===== src/rtl/sdram_arb_pkg.sv =====
// Shared types for the SDRAM ROM read-port arbiter: channel ID, FSM states, defaults.
package sdram_arb_pkg;

  localparam int NUM_CH_DEF = 6;
  localparam int ADDR_W_DEF = 23;
  localparam int CH_ID_W    = $clog2(NUM_CH_DEF);

  typedef logic [CH_ID_W-1:0] ch_id_t;

  typedef enum logic {
    IDLE  = 1'b0,
    ISSUE = 1'b1
  } arb_state_e;

endpackage


===== src/rtl/pend_fifo.sv =====
// Outstanding-read channel-ID FIFO; head visible with zero latency, push and pop may coincide.
// Push while full and pop while empty are ignored.
module pend_fifo #(
  parameter int DEPTH = 2,
  parameter int DW    = 3
) (
  input  logic          clk,
  input  logic          reset_n,
  input  logic          push,
  input  logic [DW-1:0] push_dat,
  input  logic          pop,
  output logic [DW-1:0] head,
  output logic          full,
  output logic          empty
);

  localparam int PW = $clog2(DEPTH);

  logic [DW-1:0] mem_q [DEPTH];
  logic [DW-1:0] mem_d [DEPTH];
  logic [PW:0]   wr_q, wr_d;
  logic [PW:0]   rd_q, rd_d;
  logic          push_ok;
  logic          pop_ok;

  // Pointers carry one extra wrap bit so full and empty are distinguishable.
  assign empty   = (wr_q == rd_q);
  assign full    = (wr_q[PW] != rd_q[PW]) && (wr_q[PW-1:0] == rd_q[PW-1:0]);
  assign head    = mem_q[rd_q[PW-1:0]];
  assign push_ok = push && !full;
  assign pop_ok  = pop && !empty;

  always_comb begin
    mem_d = mem_q;
    wr_d  = wr_q;
    rd_d  = rd_q;
    if (push_ok) begin
      mem_d[wr_q[PW-1:0]] = push_dat;
      wr_d                = wr_q + 1'b1;
    end
    if (pop_ok) begin
      rd_d = rd_q + 1'b1;
    end
  end

  always_ff @(posedge clk or negedge reset_n) begin
    if (!reset_n) begin
      mem_q <= '{default: '0};
      wr_q  <= '0;
      rd_q  <= '0;
    end else begin
      mem_q <= mem_d;
      wr_q  <= wr_d;
      rd_q  <= rd_d;
    end
  end

endmodule


===== src/rtl/sdram_rom_arbiter.sv =====
// Registered-grant arbiter sharing the SDRAM read port among ROM channels; sdram_req one cycle
// after a request in IDLE, acks/valids combinational. Stalls on hold or full pending FIFO. SDRAM_ARB_AGING_EN adds starvation aging.
module sdram_rom_arbiter
  import sdram_arb_pkg::*;
#(
  parameter int NUM_CH     = NUM_CH_DEF,
  parameter int ADDR_W     = ADDR_W_DEF,
  parameter int PEND_DEPTH = 2,
  parameter int WAIT_W     = 4,
  parameter int MAX_WAIT   = 8
) (
  input  logic                     clk,
  input  logic                     reset_n,
  input  logic                     hold,
  input  logic [NUM_CH-1:0]        ch_req,
  input  logic [NUM_CH*ADDR_W-1:0] ch_addr,
  output logic [NUM_CH-1:0]        ch_ack,
  output logic [NUM_CH-1:0]        ch_valid,
  output logic                     sdram_req,
  output logic [ADDR_W-1:0]        sdram_addr,
  input  logic                     sdram_ack,
  input  logic                     sdram_valid,
  output logic                     busy,
  output logic                     err_orphan
);

  if (MAX_WAIT >= (1 << WAIT_W)) begin : g_bad_wait
    $error("MAX_WAIT must be below 2**WAIT_W");
  end
  if ((PEND_DEPTH < 2) || ((PEND_DEPTH & (PEND_DEPTH - 1)) != 0)) begin : g_bad_depth
    $error("PEND_DEPTH must be a power of two and at least 2");
  end

  arb_state_e        state_q, state_d;
  ch_id_t            grant_q, grant_d;
  logic [ADDR_W-1:0] addr_q, addr_d;
  logic              err_orphan_q, err_orphan_d;

  logic [ADDR_W-1:0] ch_addr_a [NUM_CH];
  logic [NUM_CH-1:0] cand;
  ch_id_t            win_id;
  logic              start;
  logic              grant_evt;
  logic              fifo_full;
  logic              fifo_empty;
  ch_id_t            fifo_head;

  for (genvar i = 0; i < NUM_CH; i++) begin : g_addr
    assign ch_addr_a[i] = ch_addr[i*ADDR_W +: ADDR_W];
  end

  function automatic ch_id_t lowest_set(input logic [NUM_CH-1:0] v);
    lowest_set = '0;
    for (int i = NUM_CH - 1; i >= 0; i--) begin
      if (v[i]) lowest_set = ch_id_t'(i);
    end
  endfunction

  assign grant_evt = (state_q == ISSUE) && sdram_ack;

`ifdef SDRAM_ARB_AGING_EN
  logic [WAIT_W-1:0] wait_q [NUM_CH];
  logic [WAIT_W-1:0] wait_d [NUM_CH];
  logic [NUM_CH-1:0] starved;

  // Counters move only on grant events: losers that still request age, everyone else clears.
  always_comb begin
    wait_d = wait_q;
    for (int i = 0; i < NUM_CH; i++) begin
      starved[i] = (wait_q[i] == WAIT_W'(MAX_WAIT));
      if (grant_evt) begin
        if (!ch_req[i] || (ch_id_t'(i) == grant_q)) begin
          wait_d[i] = '0;
        end else if (wait_q[i] != WAIT_W'(MAX_WAIT)) begin
          wait_d[i] = wait_q[i] + 1'b1;
        end
      end
    end
  end

  always_ff @(posedge clk or negedge reset_n) begin
    if (!reset_n) begin
      wait_q <= '{default: '0};
    end else begin
      wait_q <= wait_d;
    end
  end

  // A starved flag can outlive its request, so mask with the live request vector.
  assign cand = (|(starved & ch_req)) ? (starved & ch_req) : ch_req;
`else
  assign cand = ch_req;
`endif

  assign win_id = lowest_set(cand);
  assign start  = (state_q == IDLE) && !hold && (|ch_req) && !fifo_full;

  always_comb begin
    state_d      = state_q;
    grant_d      = grant_q;
    addr_d       = addr_q;
    err_orphan_d = err_orphan_q | (sdram_valid & fifo_empty);
    case (state_q)
      IDLE: begin
        if (start) begin
          state_d = ISSUE;
          grant_d = win_id;
          addr_d  = ch_addr_a[win_id];
        end
      end
      ISSUE: begin
        if (sdram_ack) state_d = IDLE;
      end
      default: state_d = IDLE;
    endcase
  end

  always_ff @(posedge clk or negedge reset_n) begin
    if (!reset_n) begin
      state_q      <= IDLE;
      grant_q      <= '0;
      addr_q       <= '0;
      err_orphan_q <= 1'b0;
    end else begin
      state_q      <= state_d;
      grant_q      <= grant_d;
      addr_q       <= addr_d;
      err_orphan_q <= err_orphan_d;
    end
  end

  pend_fifo #(
    .DEPTH (PEND_DEPTH),
    .DW    (CH_ID_W)
  ) u_pend_fifo (
    .clk      (clk),
    .reset_n  (reset_n),
    .push     (grant_evt),
    .push_dat (grant_q),
    .pop      (sdram_valid),
    .head     (fifo_head),
    .full     (fifo_full),
    .empty    (fifo_empty)
  );

  always_comb begin
    ch_ack   = '0;
    ch_valid = '0;
    if (grant_evt) ch_ack[grant_q] = 1'b1;
    if (sdram_valid && !fifo_empty) ch_valid[fifo_head] = 1'b1;
  end

  assign sdram_req  = (state_q == ISSUE);
  assign sdram_addr = addr_q;
  assign busy       = (state_q == ISSUE) || !fifo_empty;
  assign err_orphan = err_orphan_q;

endmodule


===== config.mk =====
export PLATFORM = sky130hd
export DESIGN_NAME = sdram_rom_arbiter
export DESIGN_NICKNAME = d
export VERILOG_FILES = /design/src/rtl/sdram_arb_pkg.sv /design/src/rtl/pend_fifo.sv /design/src/rtl/sdram_rom_arbiter.sv
export SDC_FILE = /design/constraint.sdc
export NUM_CORES = 1
export LEC_CHECK = 0
export ABC_AREA = 1
export CORE_UTILIZATION = 30
export DETAILED_ROUTE_END_ITERATION = 10
export GPL_ROUTABILITY_DRIVEN = 0
export PLACE_DENSITY_LB_ADDON = 0.25
export SYNTH_ARGS = -nofsm -noshare
export SYNTH_HDL_FRONTEND = slang
export SYNTH_SLANG_ARGS = --single-unit

===== constraint.sdc =====
create_clock -name clk -period 2 [get_ports clk]
set_clock_uncertainty 0.15 [all_clocks]
set_input_delay 0.2 -clock clk [delete_from_list [all_inputs] [get_ports clk]]
set_output_delay 0.2 -clock clk [all_outputs]
set_load 0.05 [all_outputs]

==> results.md <==
- Via density: 4.59
- CP delay by family, top: simple AND/OR/NAND/NOR gates
- Die area: 12,600 sq um
- Max_cap viols: 0
- Failing checks: design-rule violations, negative setup slack
- Worst setup EP type: primary output
- Area delta synth->final: 69.0%
- Io pins: 187
- Status: complete, but fails checks
- Critical Path RT: 1650 ps
- Clock Tree Root: clkbuf_16
- Drt initial violations: 214
- Row count: 39
- Commonest register cell after synthesis: dfrtp_1
- Clock transition at path regs: 60 ps
- Period utilisation layout: 103%
- # placed instances: 940
- Drt drc: 8
- WP buf/inv: 2
- Die width: 112 microns
- Cells after synthesis: 630
- Layout cell share with drive strength beyond 1: 12.0%
- Yosys cell types: 24
- Fin crit period: 2050 ps
- Crit Path Class: reg -> out
- Worst Max-Slew Pin Slew: 562 ps
- First-pass GRT wire length: approximately 20,000 microns
- Final net count: 962
- WHS: 318 ps
- Clock buffer count from CTS: 5
- Overflow after GRT: 0
- CP Launch Type: flip-flop
- Peak supply drop: 0.000469 V
- # H-tree levels: 2
- P_leak: just over 3 nW
- Clk_lat worst skew: between 200 and 300 ps
- Final hold vios: 0
- Async set-reset flop share out of synthesis: 100%
- Syn_nets: 779
- HP Class: reg -> reg
- CTS tree: done
- Final WL: 12,400 microns
- Max Slew Vio Count: 0
- Initial antenna violation count: 0
- Vias in the first global route: 4,267
- Final setup margin: -52.5 ps
- Detailed Routing Iterations Pass 1: 8
- Clock sink count: 38
- Initial Util: 31.4%
- CORE AREA: 11,600 sq um
- Crit Path Max Fanout: 3
- ANT nets after route: 0
- Non-filler cells, final: 957
- Max transition margin: 62.4%
- Seq/Total Area, Yosys: 26.1%
- Die span in y: 112 microns
- Mapped cell area: 3640 sq um
- Final setup violation count: 3
- Pre-CTS setup slack: -26.7 ps
- Synth Warn #: 0
- Fin util: 53.0%
- Clk buf depth: 2
- Dpl hpwl: 9790 microns
- Vias: 4,388
- RSZ-0062 raised after global routing: yes
- Cell Chain, Critical Path: xor2_2 > inv_1 > nand2_2 > nand2_2 > or2_4 > nor2_4 > buf_12
- Overall Global Routing Usage: 20.1%
- FMAX: 487 MHz
- Slowest CP cell: dfrtp_1
- CP peak stage delay: 410 ps
- Maximum number of pins on one net before global-route repair: 67
- Arr. time, crit path: ~1700 ps
- Port bufs: 186
- PD cells: approximately 1100 nW/um^2
- # diodes: 0
- CP dominant cell by count: nand2_2
- EDFF count, synth: 0
- Avg WL per Cell: about 13 microns
- Total power: between 0.006 and 0.007 W
- Syn Area/Cell: approximately 5.8 sq um
- Post-synthesis sequential element count: 38
==> registers in the layout (all words and copies together), names as in the netlist <==
register / flops
sdram_addr: 23
err_orphan: 1
u_pend_fifo.wr_q: 2
grant_q: 3
u_pend_fifo.rd_q: 2
u_pend_fifo.mem_q: 6
sdram_req: 1
==> cell usage after synthesis (2+ instances only) <==
cell | instances | share of area [%]
nand3_1 | 114 | 16
nand2_1 | 142 | 15
xor2_1 | 3 | 0.72
o21ai_0 | 11 | 1.5
nor2_1 | 109 | 11
buf_4 | 8 | 1.6
a21oi_2 | 20 | 4.8
or2_2 | 4 | 0.69
buf_2 | 16 | 2.2
inv_2 | 3 | 0.31
clkbuf_1 | 3 | 0.31
nand2_2 | 4 | 0.69
nor2_4 | 2 | 0.62
a21oi_1 | 6 | 0.82
inv_1 | 131 | 13
o21ai_1 | 2 | 0.27
buf_6 | 8 | 2.5
dfrtp_1 | 38 | 26
==> path summary, 6_finish.rpt <==
check,from,endpoint,slack (ps),cells past startpoint
max in group asynchronous,reset_n,u_pend_fifo.wr_q[0],970,3
hold reg to reg,err_orphan,err_orphan,320,1
setup / recovery,u_pend_fifo.rd_q[1],ch_valid[5],-50,7
setup reg to reg,u_pend_fifo.rd_q[1],sdram_addr[10],250,7
hold / removal,err_orphan,err_orphan,320,1
min in group asynchronous,reset_n,u_pend_fifo.mem_q[2],360,3
==> layout by cell type (no fill, tap or decap), drive strengths merged <==
cell	instances
a21oi	26
a31o	1
buf	39
bufinv	2
clkbuf	6
clkdlybuf4s50	171
dfrtp	38
dlygate4sd3	1
inv	134
nand2	147
nand3	115
nand4	1
nor2	111
o21ai	13
or2	5
xnor2	1
xor2	3
==> final cells by class <==
type | instances | area (sq um)
clock inverter | 2 | 60.1
sequential | 38 | 953
timing repair buffer | 211 | 2300
clock buffer | 6 | 139
tap | 143 | 179
multi-input combinational | 423 | 2020
inverter | 134 | 503
fill | 1140 | 5460
==> logic make-up (layout without fill, tap and decap cells) <==
group / after synthesis / after routing / synth area share, %
xor+xnor: 4 / 4 / 1.17
compound gates: 40 / 40 / 7.66
simple gates: 379 / 379 / 44.6
flops: 38 / 38 / 26.1
buf+inv: 169 / 353 / 20.4
==> report_power, final <==
group          total, W  switching (W)  internal (W)
sequential      0.00143       0.000282       0.00115
combinational   0.00443        0.00264       0.00179
clock           0.00106       0.000313      0.000749
==> routing by layer <==
layer  routed length [microns]  up-vias  global-route usage [%]
li1                          -     2248                       -
met1                      5340     1919                    25.4
met2                      5820      201                    34.2
met3                       881       20                    3.78
met4                       344        0                    7.29
met5                         0        -                       0
==> timing repair <==
item | CTS | global route
hold buffers | 1 | 0
resized for setup | 13 | 8
endpoints found under the hold margin | 38 | 0
buffers inserted | 5 | 3
pin swaps | 1 | 4
setup endpoints to repair | 5 | 6
==> stage by stage <==
step	TNS, ps	area [sq um]
finish	-78.9	6160
global route	-495	6160
CTS	-8.44	6100
detailed placement	-121	5820
global placement	-25.4	5820
floorplan	-333	3650
(Power assumes the default switching activity.)
